$ cat src/rtl/c17_trojan_scan_ctrl.sv
// Exhaustive c17 golden-vs-suspect scan controller: walks all input vectors,
// compares {N22,N23} after a settle window and streams one record per mismatch.
module c17_trojan_scan_ctrl #(
   parameter int NUM_IN        = 5,
   parameter int NUM_OUT       = 2,
   parameter int SETTLE_CYCLES = 2,
   parameter int CNT_W         = 6
) (
   input  logic               clk,
   input  logic               rst,
   input  logic               start,
   input  logic               abort,
   output logic [NUM_IN-1:0]  vec_out,
   input  logic [NUM_OUT-1:0] gold_out,
   input  logic [NUM_OUT-1:0] sus_out,
   output logic               busy,
   output logic               done,
   output logic               rec_valid,
   input  logic               rec_ready,
   output logic [NUM_IN-1:0]  rec_vec,
   output logic [NUM_OUT-1:0] rec_diff,
   output logic [CNT_W-1:0]   mismatch_cnt,
   output logic               first_fail_valid,
   output logic [NUM_IN-1:0]  first_fail_vec
);

   localparam int SC_W = (SETTLE_CYCLES > 1) ? $clog2(SETTLE_CYCLES) : 1;

   localparam logic [2:0] S_IDLE    = 3'd0;
   localparam logic [2:0] S_SETTLE  = 3'd1;
   localparam logic [2:0] S_COMPARE = 3'd2;
   localparam logic [2:0] S_REPORT  = 3'd3;
   localparam logic [2:0] S_DONE    = 3'd4;

   logic [2:0]         state_q, state_d;
   logic [SC_W-1:0]    cnt_q, cnt_d;
   logic [NUM_IN-1:0]  vec_q, vec_d;
   logic [NUM_IN-1:0]  rec_vec_q, rec_vec_d;
   logic [NUM_OUT-1:0] rec_diff_q, rec_diff_d;
   logic               rec_valid_q, rec_valid_d;
   logic [CNT_W-1:0]   mcnt_q, mcnt_d;
   logic               ff_valid_q, ff_valid_d;
   logic [NUM_IN-1:0]  ff_vec_q, ff_vec_d;
   logic [NUM_OUT-1:0] diff;
   logic               adv;

   function automatic logic [CNT_W-1:0] sat_inc(input logic [CNT_W-1:0] x);
      return (x == {CNT_W{1'b1}}) ? x : x + CNT_W'(1);
   endfunction

   always_comb begin
      state_d     = state_q;
      cnt_d       = cnt_q;
      vec_d       = vec_q;
      rec_vec_d   = rec_vec_q;
      rec_diff_d  = rec_diff_q;
      rec_valid_d = rec_valid_q;
      mcnt_d      = mcnt_q;
      ff_valid_d  = ff_valid_q;
      ff_vec_d    = ff_vec_q;
      diff        = gold_out ^ sus_out;
      adv         = 1'b0;

      case (state_q)
         S_IDLE: begin
            if (start) begin
               vec_d      = '0;
               mcnt_d     = '0;
               ff_valid_d = 1'b0;
               ff_vec_d   = '0;
               cnt_d      = '0;
               state_d    = S_SETTLE;
            end
         end
         S_SETTLE: begin
            cnt_d = cnt_q + SC_W'(1);
            if (abort)
               state_d = S_IDLE;
            else if (cnt_q == SC_W'(SETTLE_CYCLES - 1))
               state_d = S_COMPARE;
         end
         S_COMPARE: begin
            // An abort still lets this vector's mismatch be counted and captured.
            if (diff != '0) begin
               mcnt_d = sat_inc(mcnt_q);
               if (!ff_valid_q) begin
                  ff_valid_d = 1'b1;
                  ff_vec_d   = vec_q;
               end
            end
            if (abort) begin
               state_d     = S_IDLE;
               rec_valid_d = 1'b0;
            end else if (diff != '0) begin
               rec_vec_d   = vec_q;
               rec_diff_d  = diff;
               rec_valid_d = 1'b1;
               state_d     = S_REPORT;
            end else begin
               adv = 1'b1;
            end
         end
         S_REPORT: begin
            if (abort) begin
               state_d     = S_IDLE;
               rec_valid_d = 1'b0;
            end else if (rec_ready) begin
               rec_valid_d = 1'b0;
               adv         = 1'b1;
            end
         end
         S_DONE:  state_d = S_IDLE;
         default: state_d = S_IDLE;
      endcase

      if (adv) begin
         if (&vec_q) begin
            state_d = S_DONE;
         end else begin
            vec_d   = vec_q + NUM_IN'(1);
            cnt_d   = '0;
            state_d = S_SETTLE;
         end
      end
   end

   always_ff @(posedge clk) begin
      if (rst) begin
         state_q     <= S_IDLE;
         cnt_q       <= '0;
         vec_q       <= '0;
         rec_vec_q   <= '0;
         rec_diff_q  <= '0;
         rec_valid_q <= 1'b0;
         mcnt_q      <= '0;
         ff_valid_q  <= 1'b0;
         ff_vec_q    <= '0;
      end else begin
         state_q     <= state_d;
         cnt_q       <= cnt_d;
         vec_q       <= vec_d;
         rec_vec_q   <= rec_vec_d;
         rec_diff_q  <= rec_diff_d;
         rec_valid_q <= rec_valid_d;
         mcnt_q      <= mcnt_d;
         ff_valid_q  <= ff_valid_d;
         ff_vec_q    <= ff_vec_d;
      end
   end

   assign vec_out          = vec_q;
   assign busy             = (state_q == S_SETTLE) || (state_q == S_COMPARE) || (state_q == S_REPORT);
   assign done             = (state_q == S_DONE);
   assign rec_valid        = rec_valid_q;
   assign rec_vec          = rec_vec_q;
   assign rec_diff         = rec_diff_q;
   assign mismatch_cnt     = mcnt_q;
   assign first_fail_valid = ff_valid_q;
   assign first_fail_vec   = ff_vec_q;

endmodule

$ cat config.mk
export PLATFORM = sky130hd
export DESIGN_NAME = c17_trojan_scan_ctrl
export DESIGN_NICKNAME = d
export VERILOG_FILES = /design/src/rtl/c17_trojan_scan_ctrl.sv
export SDC_FILE = /design/constraint.sdc
export NUM_CORES = 1
export LEC_CHECK = 0
export ABC_AREA = 1
export CORE_ASPECT_RATIO = 0.9
export CORE_MARGIN = 1
export CORE_UTILIZATION = 36
export CTS_BUF_LIST = sky130_fd_sc_hd__clkbuf_4 sky130_fd_sc_hd__clkbuf_8
export DETAILED_ROUTE_END_ITERATION = 6
export PLACE_DENSITY = 0.57
export SYNTH_ARGS = -nofsm -noshare
export SYNTH_HDL_FRONTEND = slang
export SYNTH_SLANG_ARGS = --single-unit
$ cat constraint.sdc
create_clock -name clk -period 3.6 [get_ports clk]
set_clock_uncertainty 0.1 [all_clocks]
set_input_delay 0.54 -clock clk [delete_from_list [all_inputs] [get_ports clk]]
set_output_delay 0.54 -clock clk [all_outputs]
set_load 0.05 [all_outputs]
After elaboration in Yosys (flattened, before gate mapping)
Index checks and enable logic that the tools add are counted.
{ "op_classes": {"add_sub_neg": 3, "mul": 0, "n_div": 0, "magnitude_cmp": 0, "eq_ne": 15, "shift": 0, "n_mux": 37, "bitwise": 2, "reduce_logical": 13} }
{ "ops": {"columns": ["cell", "count"], "rows": [
  ["5-bit two-way mux", 7],
  ["3-bit two-way mux", 8],
  ["6-bit two-way mux", 3],
  ["1-bit two-way mux", 12],
  ["3-bit inequality test, second input constant", 4],
  ["3-bit case mux with 4 select lines", 1],
  ["6-bit case mux with 2 select lines", 1],
  ["4-bit AND reduction", 3],
  ["5-bit case mux with 2 select lines", 1],
  ["3-bit AND reduction", 3],
  ["2-bit inequality test, second input constant", 4],
  ["4-bit inequality test, second input constant", 2],
  ["1-bit case mux with 2 select lines", 4],
  ["6-bit by 1-bit adder with 6-bit output, second input constant", 1],
  ["3-bit by 2-bit equality test with 1-bit output, second input constant", 2],
  ["6-bit equality test, second input constant", 1],
  ["2-bit nonzero test", 3],
  ["5-bit by 1-bit adder with 5-bit output, second input constant", 1],
  ["5-bit AND reduction", 1],
  ["3-bit by 1-bit equality test with 1-bit output, second input constant", 1],
  ["3-bit equality test, second input constant", 1],
  ["3-bit logical NOT", 1],
  ["1-bit logical OR", 2],
  ["2-bit XOR", 1],
  ["other kinds (2)", 2]
]} }
{ "totals": {"register_bits": 29, "latch_bits": 0, "ram_bits": 0, "rom_bits": 0, "in_bits": 9, "out_inout_bits": 27, "elab_cells": 79, "n_memories": 0} }

Logic depth before layout (Yosys ltp)
Gate-level depths: netlist of the first run.
{ "depth": {"ltp_word": 7, "mapped_depth": 10, "ltp_nobuf": 9} }

Worst setup path after synthesis of the first run
No wires, ideal clock.
{ "synth_path": {"path_kind": "register -> output", "startpoint": "register state_q[0]", "endpoint": "output port done", "t_arrival_ps": 1489, "required_time_ps": 2960, "path_slack_ps": 1471, "path_stages_with_launch": 2, "path_buffers": 0, "cell_sequence": "dfxtp_1 -> nor3_1"} }
{ "synth_between": {"elab_chain_cells": 1} }
{ "synth_lines": {"columns": ["element", "line", "text"], "rows": [
  ["start: declaration", "35", "logic [2:0] state_q, state_d;"],
  ["start signal: assignment", "139", "state_q <= state_d;"],
  ["3-bit equality test", "153", "assign done = (state_q == S_DONE);"],
  ["end: declaration", "17", "output logic done,"]
]} }
Every way passes these cells.

Worst setup path in the final report of the first run
{ "layout_path": {"startpoint": "register state_q[0]", "endpoint": "output port busy"} }
{ "layout_between": {"elab_chain_cells": 3} }
{ "layout_lines": {"columns": ["element", "line", "text"], "rows": [
  ["3-bit by 1-bit equality test with 1-bit output / 3-bit by 2-bit equality test with 1-bit output (equally long branches)", "152", "assign busy = (state_q == S_SETTLE) || (state_q == S_COMPARE) || (state_q == S_REPORT);"],
  ["1-bit logical OR", "152", null],
  ["1-bit logical OR (*)", "152", null],
  ["end: declaration", "16", "output logic busy,"]
]} }
Mark *: on every way between the ends. The rest lies on a longest branch, timed or not.

==> results of run 1 <==
[logic make-up after synthesis]
kind of cell,synth area share (%)
and+or+nand+nor,35.9
buffers and inverters,9.84
AOI/OAI and AO/OA,12.5
DFF,37.1
xor gates and xnor gates,2.24
adders and majority gates,2.40
[power breakdown]
part           total [mW]  internal, mW  switching (mW)
Sequential          0.332         0.326         0.00628
Clock               0.266         0.141           0.125
Combinational      0.0997        0.0328          0.0669
Total               0.698         0.500           0.198
[worst paths after layout]
path,start,slack (ns),cells past startpoint,end
worst min-delay path,first_fail_vec[0],0.36,2,first_fail_vec[0]
worst min register to register,first_fail_vec[0],0.36,2,first_fail_vec[0]
worst max-delay path,state_q[0],1.16,3,busy
worst max register to register,state_q[2],1.87,9,mismatch_cnt[4]
[cell usage in the layout (no fill, tap or decap), types with 3 or more instances in the layout]
cell type        netlist  layout
ha_1                   3       3
nand4_1                4       4
nand2_1               61      61
clkdlybuf4s50_1        0      35
inv_1                 30      30
clkbuf_8               0       5
nand3_1               18      18
a21oi_1               23      23
dfxtp_1               29      29
o21ai_0               11      11
nor2_1                22      22
nand2_2                6       6
[layer usage]
metal	global-route usage (%)	up-vias	part of all wire, %
met4	5.88	0	0.66
met3	3.73	2	5.7
li1	-	822	-
met2	25.7	45	43
met5	0	-	0
met1	23.9	680	51
[flip-flops by register name, indices dropped and copies added (netlist names)]
signal / cells
vec_out: 5
rec_valid: 1
rec_diff: 2
mismatch_cnt: 6
cnt_q: 1
first_fail_valid: 1
first_fail_vec: 5
state_q: 3
rec_vec: 5
[worst max-delay path, cell delays in order (launching register included)]
cell and delay [ns]:
dfxtp_1 0.51, nor2_2 0.11, nor2_1 0.10, clkdlybuf4s50_1 0.80
[area by class of cell]
class / count / area [µm²]
Fill cell: 436 / 2090
Multi-Input combinational cell: 167 / 830
Tap cell: 48 / 60.1
Timing Repair Buffer: 36 / 358
Inverter: 33 / 124
Clock buffer: 6 / 76.3
Sequential cell: 29 / 581
Clock inverter: 2 / 10.0
==> summary.txt, run 1 <==
Floorplan
  – Row count: 22
  – Core footprint: 0.00413 mm²
  – Starting Density: 37.9%
  – Die W: 71.5 µm
  – I/O pin total: 36
  – Die Span Y: 64.5 µm
  – DIE AREA: 0.00461 mm²

Clocking
  – Root buf cell: clkbuf_8
  – Htree depth: 2
  – CTS sink cnt: 29
  – Max clock buf depth: 2
  – Post-CTS setup buffers: 0
  – CTS resizes: 0
  – Latest clock arrival within the worst-skew pair: 0.28 ns
  – Clock-pin slew on the worst setup and hold paths: 0.06 ns
  – CTS Buf Count: 5
  – CTS tree: built
  – CTS hold repair buffers: 0

Timing
  – Fin. max-slew vios: 0
  – Final hold viol count: 0
  – Fin Hold WS: 0.357 ns
  – Count of endpoints failing setup in the final report: 0
  – Setup WS post-layout: 1.16 ns
  – Slew headroom: 64.8%
  – Tcrit/Tclk final: 67.8%
  – Worst Max-Slew Pin Slew: 0.527 ns
  – RSZ-0062 raised after global routing: false
  – Fmax: 410 MHz
  – Setup_tns: 0 ns
  – Minimum clock period: 2.44 ns

Yosys
  – Cells after Synth: 234
  – Async SR Flop Fraction: 0%
  – Top FF cell, synth: dfxtp_1
  – Synth top cells by count: 61 x nand2_1, 30 x inv_1, 29 x dfxtp_1
  – Top cell type's share of synthesized area: 37.1%
  – Post-synth EDFFs: 0
  – Post-Syn Nets: 246
  – Top cells by area, synth: dfxtp_1 37%, nand2_1 15%, a21oi_1 7.4%, inv_1 7.2%, nand3_1 5.8%
  – Post-synth top area cell: dfxtp_1
  – Ys Warns: 0
  – Register area share after synthesis: 37.1%
  – Mean Syn Cell Area: 6.68 µm²
  – Most numerous cell in the Yosys netlist: nand2_1
  – Area of the mapped netlist: 0.00156 mm²
  – Netlist cell types: 28
  – #FFs+latches synth: 29

Finish
  – Diodes inserted: 0
  – Final std cells w/o fill: 321
  – Area growth syn-to-layout: 30.3%
  – Post-route cell area: 0.00204 mm²
  – Layout cell share with drive strength beyond 1: 9.16%
  – Fin util: 49.4%
  – # nets final: 284

Placement
  – Port Buffers: 35
  – Dpl ws: 1.46 ns
  – DP Cell Count: 313
  – GPL Wtd Cong: 0.864
  – Dpl hpwl: 2720 µm
  – Area after DPL: 0.00195 mm²

Worst setup path
  – Critical Path RT: 2.96 ns
  – Crit start category: register
  – Max FO, Critical Path: 7
  – Crit Path Class: reg2out
  – Crit end category: output port
  – Crit path DAT: 1.80 ns

Drt
  – Router iterations before antenna repair: 4
  – Vias per inst: 4.83
  – WL/cell: 11.3 µm
  – DR vias: 1,549
  – Remaining DRCs: 0
  – Number of routed nets with antenna violations: 0
  – Detailed Route Iter0 Violations: 99
  – WL final: 3630 µm

Worst hold path
  – Hold WC Path Type: reg2reg

Outcome
  – Status: finished, final reports clean

Power
  – Total power: 0.698 mW
  – Pwr Density: 342 mW/mm²
  – Leakage: 0.827 nW
  – VDD IR max: 0.000175 V

GRT
  – Vias in the first global route: 1,342
  – First-pass GRT wire length: 6090 µm
  – Grt ovf: 0
  – Largest net degree at the start of global routing: 19
  – All-layer global routing usage: 17.0%
  – Antenna violations before repair: 0

Job
  – Maxcap violations: 0
Power figures use the tool's default switching activity.
==> run 2, diff against run 1 <==
--- a/config.mk
+++ b/config.mk
@@ -11,7 +11,7 @@
 export CORE_UTILIZATION = 36
 export CTS_BUF_LIST = sky130_fd_sc_hd__clkbuf_4 sky130_fd_sc_hd__clkbuf_8
 export DETAILED_ROUTE_END_ITERATION = 6
-export PLACE_DENSITY = 0.57
+export PLACE_DENSITY = 0.59
 export SYNTH_ARGS = -nofsm -noshare
 export SYNTH_HDL_FRONTEND = slang
 export SYNTH_SLANG_ARGS = --single-unit
==> constraint.sdc (replaced) <==
create_clock -name clk -period 2.2 [get_ports clk]
set_clock_uncertainty 0.1 [all_clocks]
set_input_delay 0.33 -clock clk [delete_from_list [all_inputs] [get_ports clk]]
set_output_delay 0.33 -clock clk [all_outputs]
set_load 0.05 [all_outputs]
==> run 2 against run 1 <==
  * Clock-buffer cell count decreased by 1
  * Die area unchanged
  * Cell count up 0.62%
  * Non-clock buffer count increased by 2
  * First-iteration DRC count down 34%
  * Setup slack got worse by 0.97 ns
  * Routed wire length up 6.1%
  * Via count grew 0.97%
  * Critical endpoint is now mismatch_cnt[0]
==> summary.txt, run 2 (same netlist as run 1, synthesis figures left out) <==
Clocking
  – CTS Buf Count: 5 (unchanged)
  – Root buf cell: clkbuf_8 (unchanged)
  – CTS hold repair buffers: 0 (unchanged)
  – Htree depth: 2 (unchanged)
  – CTS sink cnt: 29 (unchanged)
  – Post-CTS setup buffers: 0 (unchanged)
  – Clock-pin slew on the worst setup and hold paths: 0.07 ns (was 0.06 ns)
  – CTS tree: built (unchanged)
  – CTS resizes: 0 (unchanged)
  – Max clock buf depth: 2 (unchanged)
  – Latest clock arrival within the worst-skew pair: 0.29 ns (was 0.28 ns)

Drt
  – WL final: 3850 µm (was 3630 µm)
  – WL/cell: 11.9 µm (was 11.3 µm)
  – Number of routed nets with antenna violations: 0 (unchanged)
  – DR vias: 1,564 (was 1,549)
  – Remaining DRCs: 0 (unchanged)
  – Router iterations before antenna repair: 4 (unchanged)
  – Vias per inst: 4.84 (was 4.83)
  – Detailed Route Iter0 Violations: 65 (was 99)

Floorplan
  – Starting Density: 37.9% (unchanged)
  – Row count: 22 (unchanged)
  – Core footprint: 0.00413 mm² (unchanged)
  – I/O pin total: 36 (unchanged)
  – Die Span Y: 64.5 µm (unchanged)
  – Die W: 71.5 µm (unchanged)
  – DIE AREA: 0.00461 mm² (unchanged)

Finish
  – Area growth syn-to-layout: 31.0% (was 30.3%)
  – Final std cells w/o fill: 323 (was 321)
  – Layout cell share with drive strength beyond 1: 10.5% (was 9.16%)
  – Diodes inserted: 0 (unchanged)
  – Commonest non-fill, non-tap cell in the layout: nand2_1 (unchanged)
  – Commonest cells after routing, fill and taps aside: 61 x nand2_1, 33 x clkdlybuf4s50_1, 30 x inv_1 (was 61 x nand2_1, 35 x clkdlybuf4s50_1, 30 x inv_1)
  – # nets final: 286 (was 284)
  – Max reg flops: 6 (unchanged)
  – Fin util: 49.6% (was 49.4%)
  – Post-route cell area: 0.00205 mm² (was 0.00204 mm²)

GRT
  – First-pass GRT wire length: 6340 µm (was 6090 µm)
  – Largest net degree at the start of global routing: 18 (was 19)
  – Vias in the first global route: 1,385 (was 1,342)
  – Grt ovf: 0 (unchanged)
  – All-layer global routing usage: 18.1% (was 17.0%)
  – Antenna violations before repair: 0 (unchanged)

Power
  – Total internal power: 0.805 mW (was 0.500 mW)
  – Logic pwr share: 14.3% (about the same)
  – Leakage: 0.835 nW (was 0.827 nW)
  – NetSw: 0.348 mW (was 0.198 mW)
  – Clock power share: 38.5% (was 38.1%)
  – VDD IR max: 0.000407 V (was 0.000175 V)
  – Seq pwr share: 47.2% (was 47.6%)
  – Sw frac: 30.2% (was 28.4%)
  – Total power: 1.15 mW (was 0.698 mW)
  – Pwr Density: 563 mW/mm² (was 342 mW/mm²)

Timing
  – Tcrit/Tclk final: 91.5%
  – Setup_tns: 0 ns (unchanged)
  – Fin. max-slew vios: 0 (unchanged)
  – RSZ-0062 raised after global routing: false (unchanged)
  – Minimum clock period: 2.01 ns
  – Worst Max-Slew Pin Slew: 0.503 ns (was 0.527 ns)
  – Slew headroom: 66.4% (was 64.8%)
  – Final hold viol count: 0 (unchanged)
  – Fin Hold WS: 0.363 ns (was 0.357 ns)
  – Setup WS post-layout: 0.188 ns (was 1.16 ns)
  – Fmax: 497 MHz
  – Count of endpoints failing setup in the final report: 0 (unchanged)

Worst setup path
  – Critical Path RT: 1.77 ns (was 2.96 ns)
  – Max FO, Critical Path: 6 (was 7)
  – Critical Path Max Stage Delay: 0.84 ns (was 0.80 ns)
  – Crit Path Class: reg2out (unchanged)
  – Slowest CP cell: clkdlybuf4s50_1 (unchanged)
  – Crit start category: register (unchanged)
  – Largest delay contributor family on the critical path: buffers and inverters (unchanged)
  – Cell Chain, Critical Path: clkdlybuf4s50_1 (was nor2_2 > nor2_1 > clkdlybuf4s50_1)
  – Crit path DAT: 1.58 ns (was 1.80 ns)
  – Crit end category: output port (unchanged)
  – WP buf/inv: 1 (unchanged)

Job
  – Maxcap violations: 0 (unchanged)

Placement
  – Port Buffers: 35 (unchanged)
  – GPL Wtd Cong: 0.786 (was 0.864)
  – Area after DPL: 0.00196 mm² (was 0.00195 mm²)
  – Dpl hpwl: 2820 µm (was 2720 µm)
  – Dpl ws: 0.265 ns (was 1.46 ns)
  – DP Cell Count: 315 (was 313)

Outcome
  – Status: finished, final reports clean (unchanged)

Worst hold path
  – Hold WC Path Type: reg2reg (unchanged)
-- run 2: cell types whose count changed in the layout (fill, tap and decap cells not counted) --
| cell | previous run | this run |
|---|---|---|
| clkinvlp_4 | 0 | 1 |
| clkdlybuf4s50_1 | 35 | 33 |
| clkbuf_4 | 1 | 0 |
| buf_4 | 1 | 5 |
-- run 2: layout make-up --
class / count / area [µm²]
Clock buffer: 5 / 68.8
Clock inverter: 3 / 17.5
Fill cell: 429 / 2080
Inverter: 33 / 124
Multi-Input combinational cell: 167 / 830
Sequential cell: 29 / 581
Tap cell: 48 / 60.1
Timing Repair Buffer: 38 / 368
-- run 2: power groups by stage --
| stage | clock [mW] | sequential, mW | combinational (mW) |
|---|---|---|---|
| after floorplan | 0 | 0.565 | 0.0996 |
| after global placement | 0 | 0.556 | 0.164 |
| after detailed placement | 0 | 0.556 | 0.165 |
| after CTS | 0.455 | 0.544 | 0.165 |
| after global routing | 0.481 | 0.545 | 0.182 |
| final | 0.444 | 0.544 | 0.165 |
-- run 2: path summary, 6_finish.rpt --
kind | to | start | slack (ns) | cells after the start
worst min-delay path | rec_valid | rec_valid | 0.36 | 2
worst max register to register | mismatch_cnt[2] | mismatch_cnt[0] | 0.52 | 7
worst max-delay path | mismatch_cnt[0] | mismatch_cnt[0] | 0.19 | 1
worst min register to register | rec_valid | rec_valid | 0.36 | 2
-- run 2: worst register-to-register path: cells and delay by family, from the launching register on --
kind / cells / cell delay, ns
AND/OR/NAND/NOR: 5 / 0.74
flip-flops: 1 / 0.44
adder cells (fa/ha/maj): 1 / 0.20
AO/OA/AOI/OAI: 1 / 0.13
-- run 2: layer usage --
metal	routed length, µm	global-route usage, %	part of all wire [%]	vias up
met2	1630	27.0	42	25
met5	0	0	0	-
met4	53	9.56	1.4	0
li1	-	-	-	826
met1	2040	24.4	53	706
met3	130	3.73	3.4	7
==> run 3, diff against run 2 <==
--- a/config.mk
+++ b/config.mk
@@ -11,7 +11,9 @@
 export CORE_UTILIZATION = 36
 export CTS_BUF_LIST = sky130_fd_sc_hd__clkbuf_4 sky130_fd_sc_hd__clkbuf_8
 export DETAILED_ROUTE_END_ITERATION = 6
+export GPL_ROUTABILITY_DRIVEN = 0
 export PLACE_DENSITY = 0.59
+export SETUP_SLACK_MARGIN = 0.05
 export SYNTH_ARGS = -nofsm -noshare
 export SYNTH_HDL_FRONTEND = slang
 export SYNTH_SLANG_ARGS = --single-unit
==> constraint.sdc (replaced) <==
create_clock -name clk -period 2.2 [get_ports clk]
set_clock_uncertainty 0.1 [all_clocks]
set_input_delay 0.22 -clock clk [delete_from_list [all_inputs] [get_ports clk]]
set_output_delay 0.22 -clock clk [all_outputs]
set_load 0.05 [all_outputs]
==> run 3 against run 2 <==
  * Flip-flop and latch count unchanged
  * Critical path type unchanged
  * Fmax fell by 2.3%
  * Utilization rose by 0.85 points
  * Clock-buffer cell count is the same
  * Sequential power hardly changed
  * Largest power group is now the clock network
  * Sequential share of layout area shrank 0.48 points
  * Largest cell class unchanged
  * Register-to-register slack worse by 0.05 ns
  * First-iteration DRC count is 11% higher
  * Non-clock buffer count shrank 2
==> summary.txt, run 3 (same netlist as run 1, synthesis figures left out) <==
Outcome
  – Status: finished, final reports clean (unchanged)

Timing
  – Count of endpoints failing setup in the final report: 0 (unchanged)
  – Tcrit/Tclk final: 93.6% (was 91.5%)
  – Fmax: 485 MHz (was 497 MHz)
  – Setup_tns: 0 ns (unchanged)
  – Setup WS post-layout: 0.140 ns (was 0.188 ns)
  – RSZ-0062 raised after global routing: false (unchanged)
  – Minimum clock period: 2.06 ns (was 2.01 ns)
  – Worst Max-Slew Pin Slew: 0.522 ns (was 0.503 ns)
  – Fin. max-slew vios: 0 (unchanged)
  – Final hold viol count: 0 (unchanged)
  – Slew headroom: 65.2% (was 66.4%)

Drt
  – WL final: 3720 µm (was 3850 µm)
  – Detailed Route Iter0 Violations: 72 (was 65)
  – WL/cell: 11.6 µm (was 11.9 µm)
  – Number of routed nets with antenna violations: 0 (unchanged)
  – DR vias: 1,529 (was 1,564)
  – Router iterations before antenna repair: 4 (unchanged)
  – Remaining DRCs: 0 (unchanged)
  – Vias per inst: 4.76 (was 4.84)

Floorplan
  – DIE AREA: 0.00461 mm² (unchanged)
  – Starting Density: 37.9% (unchanged)
  – Row count: 22 (unchanged)
  – Die Span Y: 64.5 µm (unchanged)
  – I/O pin total: 36 (unchanged)
  – Die W: 71.5 µm (unchanged)
  – Core footprint: 0.00413 mm² (unchanged)

GRT
  – First-pass GRT wire length: 6120 µm (was 6340 µm)
  – Vias in the first global route: 1,338 (was 1,385)
  – Grt ovf: 0 (unchanged)
  – All-layer global routing usage: 17.4% (was 18.1%)
  – Antenna violations before repair: 0 (unchanged)
  – Largest net degree at the start of global routing: 18 (unchanged)

Power
  – Clock power share: 48.7% (was 38.5%)
  – Seq pwr share: 39.5% (was 47.2%)
  – NetSw: 0.340 mW (was 0.348 mW)
  – Leakage: 0.848 nW (was 0.835 nW)
  – VDD IR max: 0.000441 V (was 0.000407 V)
  – Pwr Density: 660 mW/mm² (was 563 mW/mm²)
  – Total internal power: 1.04 mW (was 0.805 mW)
  – Logic pwr share: 11.8% (was 14.3%)
  – Sw frac: 24.7% (was 30.2%)

Finish
  – Area growth syn-to-layout: 33.2% (was 31.0%)
  – Layout cell share with drive strength beyond 1: 9.52% (was 10.5%)
  – Commonest non-fill, non-tap cell in the layout: nand2_1 (unchanged)
  – Final std cells w/o fill: 321 (was 323)
  – # nets final: 284 (was 286)
  – Max reg flops: 6 (unchanged)
  – Diodes inserted: 0 (unchanged)
  – Fin util: 50.5% (was 49.6%)
  – Post-route cell area: 0.00208 mm² (was 0.00205 mm²)
  – Commonest cells after routing, fill and taps aside: 61 x nand2_1, 34 x clkdlybuf4s50_1, 30 x inv_1 (was 61 x nand2_1, 33 x clkdlybuf4s50_1, 30 x inv_1)

Clocking
  – Latest clock arrival within the worst-skew pair: 0.29 ns (about the same)
  – Post-CTS setup buffers: 0 (unchanged)
  – Htree depth: 2 (unchanged)
  – Max clock buf depth: 2 (unchanged)
  – CTS tree: built (unchanged)
  – CTS hold repair buffers: 0 (unchanged)
  – CTS Buf Count: 5 (unchanged)
  – CTS sink cnt: 29 (unchanged)
  – Root buf cell: clkbuf_8 (unchanged)
  – Clock-pin slew on the worst setup and hold paths: 0.07 ns (about the same)
  – CTS resizes: 0 (unchanged)

Placement
  – Port Buffers: 35 (unchanged)
  – Area after DPL: 0.00195 mm² (was 0.00196 mm²)
  – Dpl hpwl: 2810 µm (was 2820 µm)
  – DP Cell Count: 313 (was 315)
  – Dpl ws: 0.382 ns (was 0.265 ns)

Job
  – Maxcap violations: 0 (unchanged)

Worst setup path
  – Max FO, Critical Path: 6 (unchanged)
  – Crit path DAT: 1.74 ns (was 1.58 ns)
  – Crit end category: output port (unchanged)
  – Crit start category: register (unchanged)
  – Critical Path RT: 1.88 ns (was 1.77 ns)
  – Crit Path Class: reg2out (unchanged)

Worst hold path
  – Hold WC Path Type: reg2reg (unchanged)
## run 3: changes by cell type in the layout (fill, tap and decap cells not counted), sizes merged
cell           previous run  this run
bufinv                    0         2
clkinvlp                  1         0
clkinv                    3         2
clkdlybuf4s50            33        34
buf                       5         2
## run 3: worst paths after layout
check	cells after the start	to	slack, ns	from
max	3	done	0.14	state_q[2]
min	2	first_fail_vec[2]	0.37	first_fail_vec[2]
max reg2reg	8	mismatch_cnt[2]	0.47	state_q[2]
min reg2reg	2	first_fail_vec[2]	0.37	first_fail_vec[2]
## run 3: worst max-delay path, cell delays in order (launching register included)
cell and delay, ns:
dfxtp_1 0.39, inv_2 0.09, nor3_1 0.14, clkdlybuf4s50_1 0.83
## run 3: metrics by stage
| stage | hold slack [ns] | total power, mW |
|---|---|---|
| 2_1_floorplan | 0.323 | 0.665 |
| 3_3_place_gp | 0.352 | 0.717 |
| 3_5_place_dp | 0.355 | 0.717 |
| 4_1_cts | 0.367 | 1.39 |
| 5_1_grt | 0.394 | 1.44 |
| 6_report | 0.366 | 1.38 |
## run 3: cell type report
type                    count  area, µm²
repair buffers             36        355
multi-input cells         167        830
clock inverters             3       65.1
clock buffers               5       68.8
well taps                  48       60.1
fillers                   436       2050
flip-flops and latches     29        581
inverters                  33        124
## run 3: power groups by stage
stage	combinational (mW)	sequential (mW)	clock, mW
floorplan	0.0996	0.565	0
global placement	0.163	0.555	0
detailed placement	0.162	0.555	0
CTS	0.163	0.543	0.687
global route	0.178	0.544	0.714
finish	0.162	0.543	0.670
## run 3: metal layers
layer / global-route usage, % / wire length [µm]
met1: 23.2 / 1890
met2: 25.7 / 1620
met3: 6.07 / 168
met4: 6.62 / 40
met5: 0 / 0
